## src/rtl/snake_body_pkg.sv

```systemverilog
// Shared types and constants for the snake body register and its head calculator.
// Used by snake_body and next_head_calc.
package snake_pkg;

    typedef enum logic [1:0] {
        DIR_RIGHT = 2'd0,
        DIR_DOWN  = 2'd1,
        DIR_LEFT  = 2'd2,
        DIR_UP    = 2'd3
    } dir_e;

    typedef enum logic {
        RUN  = 1'b0,
        DEAD = 1'b1
    } state_e;

    // Wide all-ones value; truncated to the position width it is the unused-segment marker.
    localparam logic [31:0] SENTINEL = '1;

    localparam int WIDTH_DEF  = 32;
    localparam int HEIGHT_DEF = 24;

    function automatic logic [1:0] reverse_of(input logic [1:0] d);
        return d ^ 2'b10;
    endfunction

endpackage

```

## src/rtl/snake_body_next_head_calc.sv

```systemverilog
// Combinational next-head position for one step in a given direction.
// Board edges wrap when SNAKE_WRAP_EN is defined, otherwise they raise wall_hit.
module next_head_calc
    import snake_pkg::*;
#(
    parameter int num_len = 10,
    parameter int width   = WIDTH_DEF,
    parameter int height  = HEIGHT_DEF
) (
    input  logic [num_len-1:0] head,
    input  logic [1:0]         dir,
    output logic [num_len-1:0] new_head,
    output logic               wall_hit
);

    localparam logic [num_len-1:0] W = num_len'(width);
    localparam logic [num_len-1:0] H = num_len'(height);

    logic [num_len-1:0] x;
    logic [num_len-1:0] y;

    assign x = head % W;
    assign y = head / W;

    always_comb begin
        new_head = head;
        wall_hit = 1'b0;
        case (dir)
            DIR_RIGHT: begin
                if (x == W - 1'b1) begin
`ifdef SNAKE_WRAP_EN
                    new_head = head - (W - 1'b1);
`else
                    wall_hit = 1'b1;
`endif
                end else begin
                    new_head = head + 1'b1;
                end
            end
            DIR_DOWN: begin
                if (y == H - 1'b1) begin
`ifdef SNAKE_WRAP_EN
                    new_head = x;
`else
                    wall_hit = 1'b1;
`endif
                end else begin
                    new_head = head + W;
                end
            end
            DIR_LEFT: begin
                if (x == '0) begin
`ifdef SNAKE_WRAP_EN
                    new_head = head + (W - 1'b1);
`else
                    wall_hit = 1'b1;
`endif
                end else begin
                    new_head = head - 1'b1;
                end
            end
            DIR_UP: begin
                if (y == '0) begin
`ifdef SNAKE_WRAP_EN
                    new_head = head + (H - 1'b1) * W;
`else
                    wall_hit = 1'b1;
`endif
                end else begin
                    new_head = head - W;
                end
            end
        endcase
    end

endmodule

```

## src/rtl/snake_body.sv

```systemverilog
// Per-player snake body: steps on tick, buffers direction, grows on food, flags collisions.
// SNAKE_WRAP_EN (see next_head_calc) makes board edges wrap instead of killing the snake.
module snake_body
    import snake_pkg::*;
#(
    parameter int max_len         = 31,
    parameter int num_len         = 10,
    parameter int max_len_bit_len = 5,
    parameter int width           = WIDTH_DEF,
    parameter int height          = HEIGHT_DEF,
    parameter int init_x          = 4,
    parameter int init_y          = 4,
    parameter int init_len        = 3
) (
    input  logic                       clk_raw,
    input  logic                       rst,
    input  logic                       tick,
    input  logic [1:0]                 dir_in,
    input  logic                       dir_valid,
    input  logic                       grow,
    output logic [max_len*num_len-1:0] snake,
    output logic [num_len-1:0]         snake_head,
    output logic [max_len_bit_len-1:0] length,
    output logic [1:0]                 dir,
    output logic                       moved,
    output logic                       dead
);

    localparam logic [num_len-1:0]         SENT     = num_len'(SENTINEL);
    localparam logic [max_len_bit_len-1:0] LEN_MAX  = max_len_bit_len'(max_len);
    localparam logic [max_len_bit_len-1:0] LEN_INIT = max_len_bit_len'(init_len);

    state_e                     state_q;
    logic [num_len-1:0]         body_q [max_len];
    logic [num_len-1:0]         body_d [max_len];
    logic [max_len_bit_len-1:0] len_q;
    logic [max_len_bit_len-1:0] len_d;
    logic [1:0]                 dir_q;
    logic [1:0]                 pend_q;
    logic [1:0]                 pend_d;
    logic                       grow_pend_q;
    logic                       moved_q;
    logic                       dead_q;
    logic                       req_ok;
    logic                       do_grow;
    logic                       wall_hit;
    logic                       self_hit;
    logic [num_len-1:0]         new_head;
    logic [max_len-1:0]         hit_vec;

    // A request that reverses either the heading or the already-pending turn is dropped,
    // so an earlier legal turn cannot be undone into a U-turn before the tick.
    assign req_ok  = dir_valid && (dir_in != reverse_of(dir_q)) && (dir_in != reverse_of(pend_q));
    assign pend_d  = req_ok ? dir_in : pend_q;
    assign do_grow = (grow_pend_q || grow) && (len_q < LEN_MAX);
    assign len_d   = do_grow ? len_q + 1'b1 : len_q;
    assign self_hit = |hit_vec;

    next_head_calc #(
        .num_len (num_len),
        .width   (width),
        .height  (height)
    ) u_next_head (
        .head     (body_q[0]),
        .dir      (pend_d),
        .new_head (new_head),
        .wall_hit (wall_hit)
    );

    generate
        for (genvar gi = 0; gi < max_len; gi++) begin : g_seg
            localparam logic [max_len_bit_len-1:0] IDX = max_len_bit_len'(gi);
            // The tail cell is vacated on a non-growing step, so it cannot be hit.
            assign hit_vec[gi] = (body_q[gi] == new_head) && (IDX < len_q) &&
                                 (do_grow || (IDX != len_q - 1'b1));
            if (gi == 0) begin : g_head
                assign body_d[gi] = new_head;
            end else begin : g_body
                assign body_d[gi] = (IDX < len_d) ? body_q[gi-1] : SENT;
            end
            assign snake[gi*num_len +: num_len] = body_q[gi];
        end
    endgenerate

    always_ff @(posedge clk_raw or posedge rst) begin
        if (rst) begin
            for (int i = 0; i < max_len; i++) begin
                body_q[i] <= (i < init_len) ? num_len'(init_y*width + init_x - i) : SENT;
            end
            len_q       <= LEN_INIT;
            dir_q       <= DIR_RIGHT;
            pend_q      <= DIR_RIGHT;
            grow_pend_q <= 1'b0;
            moved_q     <= 1'b0;
            dead_q      <= 1'b0;
            state_q     <= RUN;
        end else begin
            moved_q <= 1'b0;
            case (state_q)
                RUN: begin
                    pend_q <= pend_d;
                    if (tick) begin
                        grow_pend_q <= 1'b0;
                        if (wall_hit || self_hit) begin
                            dead_q  <= 1'b1;
                            state_q <= DEAD;
                        end else begin
                            for (int i = 0; i < max_len; i++) begin
                                body_q[i] <= body_d[i];
                            end
                            len_q   <= len_d;
                            dir_q   <= pend_d;
                            moved_q <= 1'b1;
                        end
                    end else if (grow) begin
                        grow_pend_q <= 1'b1;
                    end
                end
                DEAD: begin
                end
            endcase
        end
    end

    assign snake_head = body_q[0];
    assign length     = len_q;
    assign dir        = dir_q;
    assign moved      = moved_q;
    assign dead       = dead_q;

endmodule

```

## config.mk

```make
export PLATFORM = sky130hd
export DESIGN_NAME = snake_body
export DESIGN_NICKNAME = d
export VERILOG_FILES = /design/src/rtl/snake_body_pkg.sv /design/src/rtl/snake_body_next_head_calc.sv /design/src/rtl/snake_body.sv
export SDC_FILE = /design/constraint.sdc
export NUM_CORES = 1
export LEC_CHECK = 0
export BUFFER_PORTS_ARGS = -buffer_cell sky130_fd_sc_hd__buf_2
export CAP_MARGIN = 20
export CELL_PAD_IN_SITES_DETAIL_PLACEMENT = 1
export CELL_PAD_IN_SITES_GLOBAL_PLACEMENT = 1
export CORE_UTILIZATION = 39
export DETAILED_ROUTE_END_ITERATION = 8
export MAX_ROUTING_LAYER = met4
export PLACE_DENSITY_LB_ADDON = 0.2
export RECOVER_POWER = 100
export SLEW_MARGIN = 20
export SYNTH_ARGS = -nofsm -noshare
export SYNTH_HDL_FRONTEND = slang
export SYNTH_SLANG_ARGS = --single-unit
```

## constraint.sdc

```tcl
create_clock -name clk_raw -period 9.15 [get_ports clk_raw]
set_input_delay 1.3725 -clock clk_raw [delete_from_list [all_inputs] [get_ports clk_raw]]
set_output_delay 1.3725 -clock clk_raw [all_outputs]
set_load 0.005 [all_outputs]
```

==> results.cfg, run 1 <==
[status]
status = finished with violations
violations_in_the_final_reports = design-rule violations, max-capacitance violations, max-slew violations

[detailed_routing]
first_pass_iteration_count_of_the_detailed_router = 8
post_drt_wl_per_cell_um = 31.8
vias_per_cell = 6.18
vias = 21600
post_detailed_routing_wire_length_um = 111000
route.detailed.drc = 60
drt_iter0_markers = 1924
drtAntennaViolNets = 0

[logic_synthesis]
syn-mean-instance-area_um2 = 8.39
netlist.area_leader.share = 0.364
seq_area_frac_synth = 0.405
synth-edff-count = 0
synth-warning-count = 0
synth_cell_types = 90
synth_area_mm2 = 0.0209
postSynthNetCount = 2506
synth_seq_cells = 323
syn_inst = 2489
synth_largest_area_cell = dfstp_2
synth_ff_type = dfstp_2
asyncSetResetFlopFracSynth = 1.00
synthTopCellsByArea = dfstp_2 (36%), xnor2_1 (11%), nor2_1 (8.6%), a21oi_1 (4.9%), a31oi_1 (4.3%)

[global_route]
first_pass_grt_wire_length_um = 159000
grt_max_degree = 123
overflow = 0
vias_in_the_first_global_route = 21800
antenna_found_initial = 1
globalRouteTotalUtil = 0.418

[power_and_ir_drop]
leak_pwr_nw = 10.3
power-per-cell-area_mw_per_mm2 = 140
power.total_w = 0.00348
vdd_drop_max_mv = 0.126

[clock_network]
clock_latency_ps = 580
cts_made_buffers = 40
cts_htree_levels = 2
clock-root-buffer = clkbuf_16
tritoncts = done
post_cts.resized_instances = 0
tritoncts_num_sinks = 323
hold_buffers = 0
max-clock-path-buffers = 3
clkTransAtPathRegs_ps = 60
cts_setup_buffers = 0

[min_path]
worst_hold_launch = snake[211]$_DFFE_PP1P_
timing.hold.worst_endpoint = snake[221]$_DFFE_PP1P_
worstHoldPathCells = 2
worstHoldPathType = reg2reg

[finish]
area.growth.synth_to_final_pct = 19.0
layout.cells.most_common_list = nor2_1 (476), buf_2 (308), xnor2_1 (251), a21oi_1 (205), inv_1 (165)
final_design_area_no_fill_mm2 = 0.0249
finish.net_count = 2789
n_fill_cell = 6344
mostFrequentLayoutCell = nor2_1
drive_above_1_share = 0.227

[timing]
layout_min_cycle_time_ps = 8390
tightestPinTransition_ps = 5840
setup_repair_after_global_routing_missed_its_margin = false
timing.fmax_mhz = 119
drv_slew = 295
final-setup-viol-count = 0
totalNegativeSetupSlack_ps = 0
maxSlewHeadroom = -2.89
period_share = 0.917
hold_viol = 0
fin_worst_skew_ps = 19.7

[worst_setup_path]
setup.worst_path.end_class = register
data_arrival_at_the_endpoint_of_the_critical_path_ps = 8880
timing.rr.start = snake_head[1]$_DFFE_PP0P_
timing.setup.critical_path_class = in2reg
required_ps = 9640
crit_fanout = 102
setup.worst_path.start = dir_in[1]
r2r.worst_path.cells = 18
timing.critical_path.from_type = primary input
r2r_end = snake[273]$_DFFE_PP1P_
r2r_setup_slack_ps = 980

[floorplanning]
starting_density = 0.396
placeableCoreArea_mm2 = 0.0528
die_h_um = 233
rows = 84
die-area_mm2 = 0.0545
i_o_pins = 336
die_w_um = 233

[run]
cap_viol_max_count = 4

[placed_design]
dp_hpwl_um = 82500
place_area_mm2 = 0.0234
io_buffer_count = 335
gp_congestion = 1.03
-- power breakdown --
group	switching (W)	total (W)	internal (W)
clock network	0.000699	0.00185	0.00115
registers	0	0.00143	0.00143
logic	0.000155	0.000206	0.0000504
-- critical path, cell delays in order --
cell	delay, ps
clkbuf_1	130
xnor2_1	520
nor3_1	140
nor2_1	1090
nand3_1	860
nand3_1	990
buf_4	570
xnor2_1	140
o221ai_1	100
nor4_1	180
a211oi_1	680
nand4b_1	400
nor3_4	660
buf_4	290
buf_12	330
nor2_1	80
a41oi_1	190
-- flip-flops by register name, indices dropped and copies added, names as in the netlist --
name and cells:
dead 1, snake 300, moved 1, snake_head 10, grow_pend_q 1, dir 2
pend_q 2, state_q 1, length 5
-- final cells by class --
class,count,area (um2),share of cell area
diodes,2,5.00,0.000201
clock buffers,52,1150,0.0462
clock inverters,19,354,0.0142
inverters,169,636,0.0256
multi-input cells,1817,11000,0.442
flip-flops and latches,323,8440,0.340
well taps,688,861,0.0346
repair buffers,421,2410,0.0969
-- synth_stat cells (13+ instances only) --
cell type,n
nor2_1,478
dfstp_2,289
xnor2_1,253
a21oi_1,205
inv_1,166
o21ai_0,148
a31oi_1,142
buf_2,95
nand2_1,89
clkbuf_1,62
nor3_1,42
nand3_1,41
xor2_1,38
dfrtp_1,34
nand4_1,32
nor4_1,29
buf_4,19
a211oi_1,17
o22ai_1,16
o211ai_1,15
o2111ai_1,13
o221ai_1,13
-- how the worst max path moves through the flow --
| stage | endpoint | slack (ps) |
|---|---|---|
| floorplan | dead$_DFFE_PP0P_ | 3700 |
| global route | dir[1]$_DFFE_PP0P_ | 620 |
| detailed placement | snake[163]$_DFFE_PP1P_ | 1120 |
| finish | snake[273]$_DFFE_PP1P_ | 760 |
| CTS | snake[163]$_DFFE_PP1P_ | 1710 |
| global placement | snake[240]$_DFFE_PP1P_ | 740 |
-- metrics by stage --
stage | instances | hold WS [ps] | worst slack (ps) | utilization
5_1_grt | 3490 | 539 | 622 | 0.471
6_report | 3491 | 515 | 759 | 0.471
3_5_place_dp | 3417 | 497 | 1120 | 0.444
3_3_place_gp | 3415 | 490 | 737 | 0.443
4_1_cts | 3488 | 508 | 1710 | 0.472
2_1_floorplan | 2489 | 462 | 3700 | -
-- cells by family after synthesis --
| logic type | count (synthesis) | synth area share |
|---|---|---|
| and+or+nand+nor | 794 | 0.170 |
| AOI/OAI and AO/OA | 699 | 0.210 |
| buffers and inverters | 349 | 0.0719 |
| DFF | 323 | 0.405 |
| xor gates and xnor gates | 300 | 0.131 |
| muxes | 13 | 0.00635 |
| adders and majority gates | 11 | 0.00647 |
-- per-layer routing --
metal,share of wire,global-route usage,vias up
li1,-,-,9226
met1,0.42,0.539,11000
met2,0.45,0.630,1062
met3,0.081,0.0800,264
met4,0.052,0.195,0
met5,0,-,-
No activity file was read; power rests on OpenSTA's default activity.
==> inputs of run 2 (changes only) <==
--- a/config.mk
+++ b/config.mk
@@ -9,7 +9,8 @@
 export CAP_MARGIN = 20
 export CELL_PAD_IN_SITES_DETAIL_PLACEMENT = 1
 export CELL_PAD_IN_SITES_GLOBAL_PLACEMENT = 1
-export CORE_UTILIZATION = 39
+export CORE_ASPECT_RATIO = 1.4
+export CORE_UTILIZATION = 30
 export DETAILED_ROUTE_END_ITERATION = 8
 export MAX_ROUTING_LAYER = met4
 export PLACE_DENSITY_LB_ADDON = 0.2
==> run 2 against run 1 <==
- the flow finishes with violations (max-capacitance violations, max-slew violations)
- total power fell by 8.0%
- first-iteration DRC count decreased by 5.1%
- count of clock-buffer cells in the layout up 5
- critical path depth grew 1
- worst hold slack worse by 2.6 ps
- global-route usage decreased by 7.3 points
- die area grew 30%
- combinational power up 2%
- sequential share of layout area about the same
- critical endpoint is now snake[194]$_DFFE_PP1P_
==> results.cfg, run 2 (synthesis gave the netlist of run 1 again) <==
[worst_setup_path]
data_arrival_at_the_endpoint_of_the_critical_path_ps = 8630
setup.worst_path.end_class = register
required_ps = 9650
crit_fanout = 92
timing.setup.critical_path_class = reg2reg
timing.critical_path.from_type = register
r2r_setup_slack_ps = 1020

[global_route]
grt_max_degree = 169
first_pass_grt_wire_length_um = 168000
vias_in_the_first_global_route = 21500
globalRouteTotalUtil = 0.345
overflow = 0
antenna_found_initial = 4

[clock_network]
clock_latency_ps = 600
cts_htree_levels = 2
post_cts.resized_instances = 0
clkTransAtPathRegs_ps = 60
cts_made_buffers = 37
hold_buffers = 0
clock-root-buffer = clkbuf_16
max-clock-path-buffers = 3
tritoncts_num_sinks = 323
cts_setup_buffers = 0
tritoncts = done

[timing]
fin_worst_skew_ps = 22.9
period_share = 0.889
hold_viol = 0
totalNegativeSetupSlack_ps = 0
final-setup-viol-count = 0
tightestPinTransition_ps = 4490
timing.fmax_mhz = 123
layout_min_cycle_time_ps = 8130
drv_slew = 282
maxSlewHeadroom = -1.99
setup_repair_after_global_routing_missed_its_margin = false
final_critical_path_setup_slack_ps = 1020

[status]
violations_in_the_final_reports = max-capacitance violations, max-slew violations
status = finished with violations

[floorplanning]
i_o_pins = 336
placeableCoreArea_mm2 = 0.0689
die_h_um = 314
rows = 114
die_w_um = 225
starting_density = 0.303
die-area_mm2 = 0.0707

[detailed_routing]
vias_per_cell = 5.65
drtAntennaViolNets = 0
route.detailed.drc = 0
drt_iter0_markers = 1826
vias = 21100
post_detailed_routing_wire_length_um = 119000
post_drt_wl_per_cell_um = 32.0
first_pass_iteration_count_of_the_detailed_router = 5

[min_path]
worstHoldPathType = reg2reg

[finish]
area.growth.synth_to_final_pct = 19.2
mostFrequentLayoutCell = nor2_1
drive_above_1_share = 0.179
largest_register_ffs = 300
finish.net_count = 2787
final_non_filler_cell_total = 3730
layout.cells.most_common_list = nor2_1 (476), buf_2 (310), dfstp_1 (285), xnor2_1 (251), a21oi_1 (204)

[placed_design]
cell_count_after_placement = 3658
io_buffer_count = 335
place_ws_ps = 1680
dp_hpwl_um = 90200
gp_congestion = 1.01

[power_and_ir_drop]
power-per-cell-area_mw_per_mm2 = 129
leak_pwr_nw = 10.2
vdd_drop_max_mv = 0.0928

[run]
cap_viol_max_count = 5
-- run 2: changes by cell type in the layout (fill, tap and decap cells not counted), moves of 3 or more --
cell,before,now
buf_12,11,8
buf_4,66,73
bufinv_16,9,2
clkbuf_1,38,41
clkbuf_16,42,39
dfstp_1,157,285
dfstp_2,132,4
-- run 2: per-layer routing --
metal / up-vias / wire length (um) / share of wire / global-route usage
met3: 275 / 6440 / 0.054 / 0.0517
met5: - / 0 / 0 / -
met2: 806 / 58600 / 0.49 / 0.575
met1: 10800 / 46900 / 0.39 / 0.398
li1: 9207 / - / - / -
met4: 0 / 7500 / 0.063 / 0.186
-- run 2: where the power goes --
group / total, W / leakage (nW) / switching [W] / internal [W]
sequential: 0.00143 / 3.43 / 0 / 0.00143
combinational: 0.000210 / 6.18 / 0.000157 / 0.0000527
clock: 0.00157 / 0.605 / 0.000665 / 0.000901
-- run 2: per-stage QoR --
step                total power, W  hold slack (ps)  instance area, um2  utilization
detailed placement         0.00166              505               23700        0.344
finish                     0.00320              512               24900        0.361
global route               0.00329              521               24900        0.361
floorplan                  0.00157              462               20900            -
global placement           0.00166              494               23700        0.344
CTS                        0.00324              517               24900        0.362
-- run 2: final timing paths --
kind	from	end	cells past startpoint
min in group asynchronous	rst	moved$_DFF_PP0_	2
max	snake_head[5]$_DFFE_PP0P_	snake[194]$_DFFE_PP1P_	18
max in group asynchronous	rst	pend_q[1]$_DFFE_PP0N_	3
min reg2reg	state_q$_DFF_PP0_	pend_q[0]$_DFFE_PP0N_	1
min	state_q$_DFF_PP0_	pend_q[0]$_DFFE_PP0N_	1
max reg2reg	snake_head[5]$_DFFE_PP0P_	snake[194]$_DFFE_PP1P_	18
-- run 2: worst max-delay path, cell delays in order, from the launching register on --
cell and delay [ps]:
dfrtp_1 360, clkbuf_1 1540, ha_1 780, nand4b_1 580, nor2_1 420, a31o_2 230
nor4_1 60, buf_4 230, nor2_4 730, xnor2_1 210, or4_1 140, nor4_1 90
a2111oi_1 870, nand4_1 340, nor3_4 270, buf_12 370, buf_4 430, nor2_1 90
a31oi_1 170
-- run 2: area by class of cell --
cell class / instances / area, um2
fillers: 8241 / 44000
multi-input cells: 1817 / 11000
flip-flops and latches: 323 / 8440
repair buffers: 422 / 2380
well taps: 928 / 1160
clock buffers: 57 / 1110
inverters: 169 / 636
clock inverters: 11 / 123
diodes: 3 / 7.51
